**config.mk**
```make
export PLATFORM = sky130hd
export DESIGN_NAME = hazard_stall_ctrl
export DESIGN_NICKNAME = d
export VERILOG_FILES = /design/src/rtl/hazard_pkg.sv /design/src/rtl/load_use_detect.sv /design/src/rtl/hazard_stall_ctrl.sv
export SDC_FILE = /design/constraint.sdc
export NUM_CORES = 1
export LEC_CHECK = 0
export CAP_MARGIN = 5
export CORE_MARGIN = 2
export CORE_UTILIZATION = 40
export CTS_BUF_LIST = sky130_fd_sc_hd__clkbuf_8
export DETAILED_ROUTE_END_ITERATION = 10
export DONT_BUFFER_PORTS = 1
export PLACE_DENSITY = 0.51
export SLEW_MARGIN = 15
export SYNTH_ARGS = -nofsm -noshare
export SYNTH_HDL_FRONTEND = slang
export SYNTH_SLANG_ARGS = --single-unit
```
**constraint.sdc**
```tcl
create_clock -name clk_i -period 3.1 [get_ports clk_i]
set_clock_uncertainty 0.1 [all_clocks]
set_input_delay 0.62 -clock clk_i [delete_from_list [all_inputs] [get_ports clk_i]]
set_output_delay 0.62 -clock clk_i [all_outputs]
set_load 0.05 [all_outputs]
```
**src/rtl/hazard_pkg.sv**
```systemverilog
// Shared types and constants for the pipeline stall/flush sequencer.
package hazard_pkg;

    typedef enum logic [0:0] {
        RUN       = 1'b0,
        MISS_WAIT = 1'b1
    } state_e;

    localparam logic [4:0] REG_ZERO         = 5'd0;
    localparam int         MISS_TIMEOUT_DEF = 1024;
    localparam int         WD_W             = 16;

    // $zero never carries a real dependency, so it never matches.
    function automatic logic reg_match(input logic [4:0] dst, input logic [4:0] src);
        return (dst != REG_ZERO) && (dst == src);
    endfunction

endpackage

```
**src/rtl/load_use_detect.sv**
```systemverilog
// Combinational load-use comparator: the load in EX writes a register that the ID instruction reads.
module load_use_detect
    import hazard_pkg::*;
(
    input  logic       mem_read,
    input  logic [4:0] ex_rt,
    input  logic [4:0] id_rs,
    input  logic [4:0] id_rt,
    output logic       hazard
);

    assign hazard = mem_read & (reg_match(ex_rt, id_rs) | reg_match(ex_rt, id_rt));

endmodule

```
**src/rtl/hazard_stall_ctrl.sv**
```systemverilog
// Stall/flush sequencer: load-use bubbles, branch flushes, D-cache miss freeze with watchdog.
// Optional perf counters are built when STALL_CTRL_PERF_EN is defined.
module hazard_stall_ctrl
    import hazard_pkg::*;
#(
    parameter int MISS_TIMEOUT = MISS_TIMEOUT_DEF,
    parameter int CNT_W        = 32
)
(
    input  logic             clk_i,
    input  logic             rst_i,
    input  logic             IDEX_MemRead_i,
    input  logic [4:0]       IDEX_RegRt_i,
    input  logic [4:0]       IFID_RegRs_i,
    input  logic [4:0]       IFID_RegRt_i,
    input  logic             BranchTaken_i,
    input  logic             DCacheReq_i,
    input  logic             DCacheAck_i,
    output logic             PCWrite_o,
    output logic             IFIDWrite_o,
    output logic             IsHazzard_o,
    output logic             IFIDFlush_o,
    output logic             PipeStall_o,
    output logic             Timeout_o,
    output logic [CNT_W-1:0] BubbleCnt_o,
    output logic [CNT_W-1:0] FreezeCnt_o,
    output logic [CNT_W-1:0] FlushCnt_o
);

    localparam logic [WD_W-1:0] TIMEOUT_VAL = WD_W'(MISS_TIMEOUT);

    state_e          state_r;
    logic [WD_W-1:0] wd_r;
    logic            timeout_r;
    logic            lu_s;
    logic            freeze_s;

    load_use_detect u_lu (
        .mem_read (IDEX_MemRead_i),
        .ex_rt    (IDEX_RegRt_i),
        .id_rs    (IFID_RegRs_i),
        .id_rt    (IFID_RegRt_i),
        .hazard   (lu_s)
    );

    // Ack is only meaningful while a miss is outstanding or being raised.
    assign freeze_s = ((state_r == RUN) & DCacheReq_i & ~DCacheAck_i)
                    | ((state_r == MISS_WAIT) & ~DCacheAck_i);

    // Zero-latency enable/flush/stall decode; freeze beats bubble, bubble beats flush.
    always_comb begin
        PCWrite_o   = 1'b0;
        IFIDWrite_o = 1'b0;
        IsHazzard_o = 1'b0;
        IFIDFlush_o = 1'b0;
        PipeStall_o = 1'b0;
        if (!rst_i) begin
            PCWrite_o = 1'b0;
        end else if (freeze_s) begin
            PipeStall_o = 1'b1;
        end else if (lu_s) begin
            IsHazzard_o = 1'b1;
        end else if (BranchTaken_i) begin
            IFIDFlush_o = 1'b1;
            PCWrite_o   = 1'b1;
            IFIDWrite_o = 1'b1;
        end else begin
            PCWrite_o   = 1'b1;
            IFIDWrite_o = 1'b1;
        end
    end

    // Miss FSM with saturating watchdog and sticky timeout flag.
    always_ff @(posedge clk_i or negedge rst_i) begin
        if (!rst_i) begin
            state_r   <= RUN;
            wd_r      <= {WD_W{1'b0}};
            timeout_r <= 1'b0;
        end else begin
            case (state_r)
                RUN: begin
                    if (DCacheReq_i && !DCacheAck_i) begin
                        state_r <= MISS_WAIT;
                        wd_r    <= {{(WD_W-1){1'b0}}, 1'b1};
                    end else begin
                        state_r <= RUN;
                        wd_r    <= {WD_W{1'b0}};
                    end
                end
                MISS_WAIT: begin
                    if (DCacheAck_i) begin
                        state_r <= RUN;
                        wd_r    <= {WD_W{1'b0}};
                    end else begin
                        state_r <= MISS_WAIT;
                        if (wd_r != TIMEOUT_VAL) begin
                            wd_r <= wd_r + {{(WD_W-1){1'b0}}, 1'b1};
                        end
                        if (wd_r == (TIMEOUT_VAL - {{(WD_W-1){1'b0}}, 1'b1})) begin
                            timeout_r <= 1'b1;
                        end
                    end
                end
                default: begin
                    state_r <= RUN;
                    wd_r    <= {WD_W{1'b0}};
                end
            endcase
        end
    end

    assign Timeout_o = timeout_r;

`ifdef STALL_CTRL_PERF_EN
    logic [CNT_W-1:0] bubble_cnt_r;
    logic [CNT_W-1:0] freeze_cnt_r;
    logic [CNT_W-1:0] flush_cnt_r;

    function automatic logic [CNT_W-1:0] sat_inc(input logic [CNT_W-1:0] v);
        return (&v) ? v : v + {{(CNT_W-1){1'b0}}, 1'b1};
    endfunction

    // Saturating event counters, one step per cycle the event is active.
    always_ff @(posedge clk_i or negedge rst_i) begin
        if (!rst_i) begin
            bubble_cnt_r <= {CNT_W{1'b0}};
            freeze_cnt_r <= {CNT_W{1'b0}};
            flush_cnt_r  <= {CNT_W{1'b0}};
        end else begin
            if (IsHazzard_o) begin
                bubble_cnt_r <= sat_inc(bubble_cnt_r);
            end
            if (PipeStall_o) begin
                freeze_cnt_r <= sat_inc(freeze_cnt_r);
            end
            if (IFIDFlush_o) begin
                flush_cnt_r <= sat_inc(flush_cnt_r);
            end
        end
    end

    assign BubbleCnt_o = bubble_cnt_r;
    assign FreezeCnt_o = freeze_cnt_r;
    assign FlushCnt_o  = flush_cnt_r;
`else
    assign BubbleCnt_o = {CNT_W{1'b0}};
    assign FreezeCnt_o = {CNT_W{1'b0}};
    assign FlushCnt_o  = {CNT_W{1'b0}};
`endif

endmodule

```
==> key figures, run 1 <==
Worst setup path
  • WP data required: about 2.4 ns
  • Startpoint types: input pin
  • Crit Path Class: in2out
  • CP Max Fanout: 3
  • Setup crit end kind: output pin
  • Arr. time, crit path: 1.75 ns

Run status
  • Status: finished, final reports clean

Final layout
  • Design area: roughly 1600 um2
  • Diode count: 0
  • Layout fillers: 461
  • Area Growth Syn to Fin: -12.6%
  • Layout cells sized above 1: 0.0578
  • Multi-input logic area: around 1000 um2
  • Register Area: around 450 um2
  • # nets final: ~250

Global routing
  • Vias in the first global route: ~940
  • GR Overflow Total: 0
  • Largest net degree at the start of global routing: 19
  • First-pass GRT wire length: 4420 um
  • GRT Overall Usage: 0.108
  • Initial antenna violation count: 0

Synth
  • Synth Register Bits: 18
  • Synth Instances: 223
  • Synth area leaders: buf_4, dfrtp_1, xnor2_1
  • Mapped cell area: around 1900 um2
  • Number of synthesized flops with an enable pin: 0
  • Yosys cell types: 35
  • Sequential area share after synthesis: 0.242
  • Yosys top cell by area: buf_4
  • Yosys Warn Count: 0
  • Synthesized area per cell: 8.36 um2
  • Async S/R FF share, synth: 1.00
  • Commonest register cell after synthesis: dfrtp_1
  • Post-synth top area share: 0.391

Clock tree
  • TritonCTS Sinks: 18
  • Setup repair bufs after CTS: 0
  • Cts bufs inserted: 3
  • CTS clk-pin slew, worst paths: about 0.080 ns
  • Clk Latency, worst-skew pair: about 0.26 ns
  • CTS max path bufs: 2
  • Root Driver: clkbuf_8
  • H-tree depth: 1
  • CTS tree: yes

Detailed routing
  • Remaining antenna violation count: 0
  • Routed wire length: around 2900 um
  • 1st-pass router iterations: 4
  • Routed via count: about 1100
  • Average wire per standard cell: 10.4 um
  • DR DRC count: 0
  • Vias/cell: slightly above 4
  • Initial DRC Count: 16

Flow run
  • Max-cap violations: 0

Timing
  • Setup tns final: 0 ns
  • RSZ-0062 raised after global routing: false
  • Upper clock frequency limit: 404 MHz
  • Post-route minimum period: about 2.5 ns
  • # setup viols final: 0
  • Fin. max-slew vios: 0
  • Slew HR: 0.460
  • Minimum hold slack: between 0.4 and 0.5 ns
  • Hold Vio Cnt, Final: 0
  • Worst Tran Pin Value: slightly above 0.8 ns
  • Final critical-path share of the clock period: 0.798

Placement
  • GP Congestion: approximately 0.75
  • I/O Buffers: 0
  • Hpwl dp: between 2000 and 2500 um
  • Placement Cell Area: 1560 um2

Power and ir drop
  • Flop pwr share: 0.324
  • Power Density: between 400 and 500 nW/um2
  • Gate power share: 0.416
  • P_sw: approximately 380 uW
  • Cell-internal power: ~370 uW
  • Peak supply drop: 0.000210 V
  • Leakage Power: approximately 0.00079 uW
  • Net Sw Frac: 0.502
  • Clk pwr share: 0.260

Floorplan
  • Starting Density: 0.422
  • Num rows: 24
  • Die extent in x: between 70 and 80 um
  • Die Height: ~72 um
  • Die Area: 5220 um2
  • Core area: roughly 4400 um2
  • I/O pin total: 123

Min path
  • Hold Crit Class: in2reg
timing repair:
item                      4_1_cts  5_1_grt
resized for setup               0        0
hold buffers                    1        0
hold endpoints to repair       18        0
stage by stage:
| stage | util | total power, uW | worst slack [ns] | cells |
|---|---|---|---|---|
| floorplan | - | 638 | 0.218 | 318 |
| global placement | 0.354 | 550 | 0.615 | 272 |
| detailed placement | 0.354 | 550 | 0.613 | 272 |
| CTS | 0.369 | 755 | 0.612 | 277 |
| global route | 0.369 | 786 | 0.571 | 277 |
| finish | 0.369 | 748 | 0.625 | 277 |
flip-flops by register name, indices dropped and copies added, names as in the netlist:
name	cells
state_r	1
wd_r	16
Timeout_o	1
critical path, stage by stage:
cell and delay, ns:
or4_1 0.51, o21a_1 0.21, a21oi_2 0.12, buf_4 0.29
synthesized netlist by cell type, types with 3 or more instances:
library cell   n
a21oi_1        4
dfrtp_1       18
inv_1          5
buf_4         97
xor2_1         4
nand4_1        6
nor4_1         6
xnor2_1       18
nand2_1        8
nand3_1        7
nor2_2         3
nor2_1        16
nor3_1         3
logic make-up (layout without fill, tap and decap cells):
family,count (synthesis),count (layout),synth area share
flops,18,18,0.242
fa+ha+maj,2,2,0.0134
mux,1,1,0.00537
compound gates,11,11,0.0376
buf+inv,105,12,0.407
simple gates,63,63,0.189
xor+xnor,22,22,0.103
other cells,1,96,0.00201
placed cells by master (no fill, tap or decap), drive strengths merged, types with 4 or more instances in the layout:
cell / netlist / final
xnor2: 18 / 18
nand2: 8 / 8
dfrtp: 18 / 18
nor2: 19 / 19
xor2: 4 / 4
conb: 1 / 96
inv: 5 / 5
nand3: 7 / 7
clkbuf: 2 / 4
nor4: 6 / 6
nand4: 7 / 7
a21oi: 4 / 4
metal layers:
metal	share of wire	global-route usage
met1	0.42	0.144
met4	0.0066	0.0440
met3	0.072	0.0167
met5	0	0
met2	0.50	0.174
power groups by stage:
| stage | clock [uW] | combinational [uW] | sequential, uW |
|---|---|---|---|
| after global placement | 0 | 303 | 247 |
| after global routing | 218 | 325 | 243 |
| after floorplan | 0 | 393 | 245 |
| after detailed placement | 0 | 303 | 247 |
| after CTS | 203 | 310 | 242 |
| final | 194 | 311 | 242 |
final cells by class:
class,instances,share of cell area
Clock buffer,4,0.0338
Timing Repair Buffer,3,0.0154
Tap cell,52,0.0399
Inverter,5,0.0115
Multi-Input combinational cell,195,0.623
Sequential cell,18,0.276
final timing paths:
check,startpoint,end,slack (ns),cells past startpoint
max,IDEX_RegRt_i[1],PCWrite_o,0.63,4
min,DCacheReq_i,wd_r[0]$_DFFE_PN0P_,0.42,2
max reg2reg,wd_r[0]$_DFFE_PN0P_,wd_r[2]$_DFFE_PN0P_,1.30,6
min reg2reg,wd_r[15]$_DFFE_PN0P_,wd_r[15]$_DFFE_PN0P_,0.48,2
max in group asynchronous,rst_i,wd_r[1]$_DFFE_PN0P_,1.60,1
min in group asynchronous,rst_i,wd_r[12]$_DFFE_PN0P_,0.80,1
Power figures use the tool's default switching activity.
==> run 2: changes to the inputs <==
--- a/config.mk
+++ b/config.mk
@@ -11,7 +11,7 @@
 export CTS_BUF_LIST = sky130_fd_sc_hd__clkbuf_8
 export DETAILED_ROUTE_END_ITERATION = 10
 export DONT_BUFFER_PORTS = 1
-export PLACE_DENSITY = 0.51
+export PLACE_DENSITY = 0.53
 export SLEW_MARGIN = 15
 export SYNTH_ARGS = -nofsm -noshare
 export SYNTH_HDL_FRONTEND = slang
==> constraint.sdc (replaced) <==
create_clock -name clk_i -period 2.1 [get_ports clk_i]
set_clock_uncertainty 0.1 [all_clocks]
set_input_delay 0.42 -clock clk_i [delete_from_list [all_inputs] [get_ports clk_i]]
set_output_delay 0.42 -clock clk_i [all_outputs]
set_load 0.05 [all_outputs]
==> run 2 against run 1 <==
Net effect: critical path depth did not move; largest cell class unchanged; highest routed layer unchanged; sequential power rose by 47%; setup slack got worse by 0.57 ns; cell area rose by 5.5%.
==> key figures, run 2 (synthesis gave the netlist of run 1 again) <==
Placement
  • Hpwl dp: 2260 um (was 2190 um)
  • I/O Buffers: 0 (unchanged)
  • Place WS: 0.0123 ns (was 0.613 ns)
  • GP Congestion: 0.810 (was 0.753)

Clock tree
  • CTS tree: yes (unchanged)
  • CTS max path bufs: 2 (unchanged)
  • Root Driver: clkbuf_8 (unchanged)
  • CTS clk-pin slew, worst paths: 0.07 ns (was 0.08 ns)
  • H-tree depth: 1 (unchanged)
  • Setup repair bufs after CTS: 0 (unchanged)
  • Clk Latency, worst-skew pair: 0.26 ns (about the same)
  • TritonCTS Sinks: 18 (unchanged)
  • Cts bufs inserted: 3 (unchanged)

Detailed routing
  • Routed wire length: 2850 um (was 2880 um)
  • DR DRC count: 0 (unchanged)
  • Vias/cell: 4.06 (was 4.07)
  • 1st-pass router iterations: 4 (unchanged)
  • Average wire per standard cell: 10.1 um (was 10.4 um)
  • Initial DRC Count: 17 (was 16)
  • Remaining antenna violation count: 0 (unchanged)
  • Routed via count: 1146 (was 1127)

Timing
  • Worst Tran Pin Value: 0.849 ns (was 0.807 ns)
  • Final critical-path share of the clock period: 0.975
  • Upper clock frequency limit: 488 MHz
  • RSZ-0062 raised after global routing: false (unchanged)
  • Slew HR: 0.432 (was 0.460)
  • Hold Vio Cnt, Final: 0 (unchanged)
  • Post-route minimum period: 2.05 ns
  • Fin. max-slew vios: 0 (unchanged)
  • # setup viols final: 0 (unchanged)
  • Final setup margin: 0.0528 ns (was 0.625 ns)

Final layout
  • Register Area: 450 um2 (unchanged)
  • Reg with most FFs: wd_r (unchanged)
  • Max FFs per register: 16 (unchanged)
  • # nets final: 254 (was 249)
  • Layout cells sized above 1: 0.0913 (was 0.0578)
  • Layout fillers: 458 (was 461)
  • Most frequent cells in the layout: conb_1, dfrtp_1, xnor2_1, nor2_1, nand2_1 (unchanged)
  • Area Growth Syn to Fin: -7.79% (was -12.6%)
  • Multi-input logic area: 1030 um2 (was 1010 um2)
  • Commonest non-fill, non-tap cell in the layout: conb_1 (unchanged)
  • Diode count: 0 (unchanged)

Floorplan
  • Die Area: 5220 um2 (unchanged)
  • Die extent in x: 72.3 um (unchanged)
  • Core area: 4410 um2 (unchanged)
  • Num rows: 24 (unchanged)
  • I/O pin total: 123 (unchanged)
  • Die Height: 72.3 um (unchanged)
  • Starting Density: 0.422 (unchanged)

Global routing
  • Largest net degree at the start of global routing: 19 (unchanged)
  • GR Overflow Total: 0 (unchanged)
  • Vias in the first global route: 953 (was 937)
  • First-pass GRT wire length: 4350 um (was 4420 um)
  • GRT Overall Usage: 0.104 (was 0.108)
  • Initial antenna violation count: 0 (unchanged)

Worst setup path
  • CP Max Fanout: 3 (unchanged)
  • Worst Reg-to-Reg Cells: 6 (unchanged)
  • WP data required: 1.58 ns (was 2.38 ns)
  • Arr. time, crit path: 1.53 ns (was 1.75 ns)
  • Crit Path Class: in2out (unchanged)
  • Setup crit end kind: output pin (unchanged)
  • Startpoint types: input pin (unchanged)

Run status
  • Status: finished, final reports clean (unchanged)

Power and ir drop
  • PnR Total Power: 1120 uW (was 748 uW)
  • Power Density: 654 nW/um2 (was 459 nW/um2)
  • Peak supply drop: 0.000275 V (was 0.000210 V)
  • Leakage Power: 0.000823 uW (was 0.000785 uW)

Min path
  • Hold path depth: 2 (unchanged)
  • Hold Crit Class: in2reg (unchanged)

Flow run
  • Max-cap violations: 0 (unchanged)
run 2: cell types whose count changed in the layout (fill, tap and decap cells not counted):
cell / previous run / this run
and4_4: 0 / 1
o21a_2: 0 / 1
o21a_1: 1 / 0
and4_1: 2 / 1
a21oi_1: 3 / 2
a21oi_4: 0 / 1
buf_4: 2 / 4
buf_12: 0 / 3
run 2: timing repair:
item / CTS / global route
resized for setup: 0 / 2
setup endpoints to repair: 0 / 1
hold endpoints to repair: 18 / 0
hold buffers: 1 / 0
run 2: final timing paths:
check | slack [ns] | to | startpoint
worst max-delay path | 0.05 | IFIDFlush_o | IDEX_RegRt_i[1]
worst min-delay path | 0.23 | wd_r[0]$_DFFE_PN0P_ | DCacheReq_i
worst max register to register | 0.37 | wd_r[2]$_DFFE_PN0P_ | wd_r[1]$_DFFE_PN0P_
worst min register to register | 0.50 | wd_r[14]$_DFFE_PN0P_ | wd_r[14]$_DFFE_PN0P_
max in group asynchronous | 0.76 | state_r$_DFF_PN0_ | rst_i
min in group asynchronous | 0.61 | wd_r[15]$_DFFE_PN0P_ | rst_i
run 2: per-layer routing:
layer  wire, um  share of wire  up-vias  track usage
li1           -              -      559            -
met2       1330           0.47       63        0.166
met3        264          0.093        2       0.0319
met1       1240           0.44      522        0.144
met4         12         0.0042        0       0.0126
met5          0              0        -            0
run 2: final cells by class:
cell class / instances / share of cell area
inverters: 5 / 0.0109
flip-flops and latches: 18 / 0.262
well taps: 52 / 0.0378
repair buffers: 8 / 0.0582
clock buffers: 4 / 0.0320
multi-input cells: 195 / 0.599
run 2: power breakdown:
part	switching, uW	leakage (uW)	internal, uW
sequential	6.22	0.000249	350
combinational	433	0.000546	47.6
clock	120	0.0000288	167
run 2: worst max-delay path, cell delays in order:
cell and delay, ns:
or4_1 0.51, o21a_2 0.26, a21oi_2 0.18, buf_12 0.16
run 2: per-stage QoR:
step	instance area (um2)	TNS [ns]	util	std cells	hold slack (ns)
global placement	1650	0	0.374	277	0.0251
detailed placement	1650	0	0.374	277	0.0249
floorplan	2240	-0.260	-	318	0.0244
finish	1720	0	0.389	282	0.229
CTS	1720	0	0.389	282	0.230
global route	1720	0	0.389	282	0.232
==> run 3: changes to the inputs <==
--- a/config.mk
+++ b/config.mk
@@ -6,13 +6,14 @@
 export NUM_CORES = 1
 export LEC_CHECK = 0
 export CAP_MARGIN = 5
+export CELL_PAD_IN_SITES_DETAIL_PLACEMENT = 1
+export CELL_PAD_IN_SITES_GLOBAL_PLACEMENT = 2
 export CORE_MARGIN = 2
-export CORE_UTILIZATION = 40
+export CORE_UTILIZATION = 31
 export CTS_BUF_LIST = sky130_fd_sc_hd__clkbuf_8
 export DETAILED_ROUTE_END_ITERATION = 10
 export DONT_BUFFER_PORTS = 1
-export PLACE_DENSITY = 0.53
-export SLEW_MARGIN = 15
+export PLACE_DENSITY = 0.75
 export SYNTH_ARGS = -nofsm -noshare
 export SYNTH_HDL_FRONTEND = slang
 export SYNTH_SLANG_ARGS = --single-unit
==> run 3 against run 2 <==
Net effect: die area is 27% higher; sequential share of layout area is 0.32 points lower; final cell count up 7.8%; cell area increased by 1.2%; maximum frequency is 0.46% lower; largest cell class unchanged; register-to-register slack worse by 0.07 ns; critical endpoint is now IFIDWrite_o.
==> key figures, run 3 (synthesis gave the netlist of run 1 again) <==
Worst setup path
  • Top delay family on crit path: simple AND/OR/NAND/NOR gates (unchanged)
  • Worst path bufs/invs: 1 (unchanged)
  • Startpoint types: input pin (unchanged)
  • Slowest cell delay on critical path: 0.53 ns (was 0.51 ns)
  • CP Depth: 4 (unchanged)
  • Crit Path Class: in2out (unchanged)
  • Slowest-stage cell, CP: or4_1 (unchanged)
  • Arr. time, crit path: 1.54 ns (was 1.53 ns)
  • Worst Reg-to-Reg Cells: 6 (unchanged)
  • CP cell instances: or4_1, o21a_4, a21oi_4, buf_12 (was or4_1, o21a_2, a21oi_2, buf_12)
  • Setup crit end kind: output pin (unchanged)
  • WP data required: 1.58 ns (about the same)
  • CP Max Fanout: 3 (unchanged)

Global routing
  • GR Overflow Total: 0 (unchanged)
  • First-pass GRT wire length: 4910 um (was 4350 um)
  • Vias in the first global route: 1020 (was 953)
  • Initial antenna violation count: 0 (unchanged)
  • GRT Overall Usage: 0.0950 (was 0.104)
  • Largest net degree at the start of global routing: 19 (unchanged)

Floorplan
  • Num rows: 28 (was 24)
  • Core area: 5850 um2 (was 4410 um2)
  • Die Area: 6650 um2 (was 5220 um2)
  • Die Height: 81.6 um (was 72.3 um)
  • Die extent in x: 81.6 um (was 72.3 um)
  • I/O pin total: 123 (unchanged)
  • Starting Density: 0.319 (was 0.422)

Power and ir drop
  • Peak supply drop: 0.000245 V (was 0.000275 V)
  • Power Density: 619 nW/um2 (was 654 nW/um2)
  • Leakage Power: 0.000817 uW (was 0.000823 uW)

Placement
  • GP Congestion: 0.760 (was 0.810)
  • Hpwl dp: 2750 um (was 2260 um)
  • Place WS: -0.0171 ns (was 0.0123 ns)
  • I/O Buffers: 0 (unchanged)
  • Placement Cell Area: 1680 um2 (was 1650 um2)

Timing
  • Post-route minimum period: 2.06 ns (was 2.05 ns)
  • Final critical-path share of the clock period: 0.979 (was 0.975)
  • Worst Tran Pin Value: 0.833 ns (was 0.849 ns)
  • Slew HR: 0.443 (was 0.432)
  • # setup viols final: 0 (unchanged)
  • Hold Vio Cnt, Final: 0 (unchanged)
  • Final setup margin: 0.0434 ns (was 0.0528 ns)
  • Fin. max-slew vios: 0 (unchanged)
  • RSZ-0062 raised after global routing: false (unchanged)
  • Upper clock frequency limit: 486 MHz (was 488 MHz)

Detailed routing
  • Remaining antenna violation count: 0 (unchanged)
  • DR DRC count: 0 (unchanged)
  • Routed wire length: 3440 um (was 2850 um)
  • 1st-pass router iterations: 3 (was 4)
  • Initial DRC Count: 17 (unchanged)
  • Routed via count: 1180 (was 1146)
  • Average wire per standard cell: 11.3 um (was 10.1 um)
  • Vias/cell: 3.88 (was 4.06)

Min path
  • Hold path depth: 2 (unchanged)
  • Hold Crit Class: in2reg (unchanged)

Final layout
  • # nets final: 254 (unchanged)
  • Area Growth Syn to Fin: -6.64% (was -7.79%)
  • Layout cells sized above 1: 0.0873 (was 0.0913)
  • Register Area: 450 um2 (unchanged)
  • Layout fillers: 736 (was 458)
  • Design area: 1740 um2 (was 1720 um2)
  • Diode count: 0 (unchanged)
  • Most frequent cells in the layout: conb_1, dfrtp_1, xnor2_1, nor2_1, nand2_1 (unchanged)
  • Reg with most FFs: wd_r (unchanged)
  • Max FFs per register: 16 (unchanged)
  • Multi-input logic area: 1040 um2 (was 1030 um2)
  • Commonest non-fill, non-tap cell in the layout: conb_1 (unchanged)

Clock tree
  • Cts bufs inserted: 3 (unchanged)
  • CTS max path bufs: 2 (unchanged)
  • H-tree depth: 1 (unchanged)
  • Root Driver: clkbuf_8 (unchanged)
  • Clk Latency, worst-skew pair: 0.25 ns (was 0.26 ns)
  • CTS tree: yes (unchanged)
  • TritonCTS Sinks: 18 (unchanged)
  • CTS clk-pin slew, worst paths: 0.06 ns (was 0.07 ns)

Flow run
  • Max-cap violations: 0 (unchanged)

Run status
  • Status: finished, final reports clean (unchanged)
[run 3: cell types whose count changed in the layout (fill, tap and decap cells not counted)]
cell	delta
clkbuf_8	-1
o21a_2	-1
o21a_4	+1
[run 3: layer usage]
| metal | global-route usage | vias to the layer above | share of wire |
|---|---|---|---|
| li1 | - | 559 | - |
| met1 | 0.110 | 555 | 0.40 |
| met2 | 0.177 | 66 | 0.49 |
| met3 | 0.0319 | 0 | 0.11 |
| met4 | 0.00508 | 0 | 0 |
| met5 | 0 | - | 0 |
[run 3: power breakdown]
part	switching (uW)	total (uW)	internal, uW
clock	110	237	127
sequential	6.21	357	350
combinational	436	484	48.6
total	552	1080	526
[run 3: worst paths after layout]
| kind | startpoint | slack (ns) | to |
|---|---|---|---|
| setup / recovery | IDEX_RegRt_i[1] | 0.04 | IFIDWrite_o |
| hold / removal | DCacheReq_i | 0.24 | wd_r[0]$_DFFE_PN0P_ |
| setup reg to reg | wd_r[1]$_DFFE_PN0P_ | 0.30 | wd_r[2]$_DFFE_PN0P_ |
| hold reg to reg | wd_r[15]$_DFFE_PN0P_ | 0.49 | wd_r[15]$_DFFE_PN0P_ |
| max in group asynchronous | rst_i | 0.77 | wd_r[6]$_DFFE_PN0P_ |
| min in group asynchronous | rst_i | 0.61 | wd_r[13]$_DFFE_PN0P_ |
[run 3: area by class of cell]
class | instances | share of cell area
multi-input cells | 195 | 0.595
flip-flops and latches | 18 | 0.259
repair buffers | 8 | 0.0575
well taps | 75 | 0.0539
clock buffers | 3 | 0.0237
inverters | 5 | 0.0108
[run 3: worst reg2reg max path, stage by stage, from the launching register on]
cell     delay [ns]
dfrtp_1        0.48
inv_1          0.07
ha_1           0.19
nor4b_1        0.14
and4_1         0.24
or3_1          0.31
a21oi_1        0.17
[run 3: repair_timing]
action,CTS,global route
endpoints found under the setup margin,1,1
endpoints found under the hold margin,18,0
buffers inserted,0,0
hold buffers,1,0
gates resized for setup,1,2
[run 3: metrics by stage]
stage | TNS, ns | utilization | power (uW) | cells | hold slack (ns)
after global routing | 0 | 0.297 | 1130 | 304 | 0.244
after CTS | 0 | 0.296 | 1090 | 304 | 0.228
final | 0 | 0.297 | 1080 | 304 | 0.236
after floorplan | -0.260 | - | 946 | 318 | 0.0244
after global placement | 0 | 0.287 | 833 | 300 | 0.0250
after detailed placement | -0.0171 | 0.287 | 834 | 300 | 0.0250
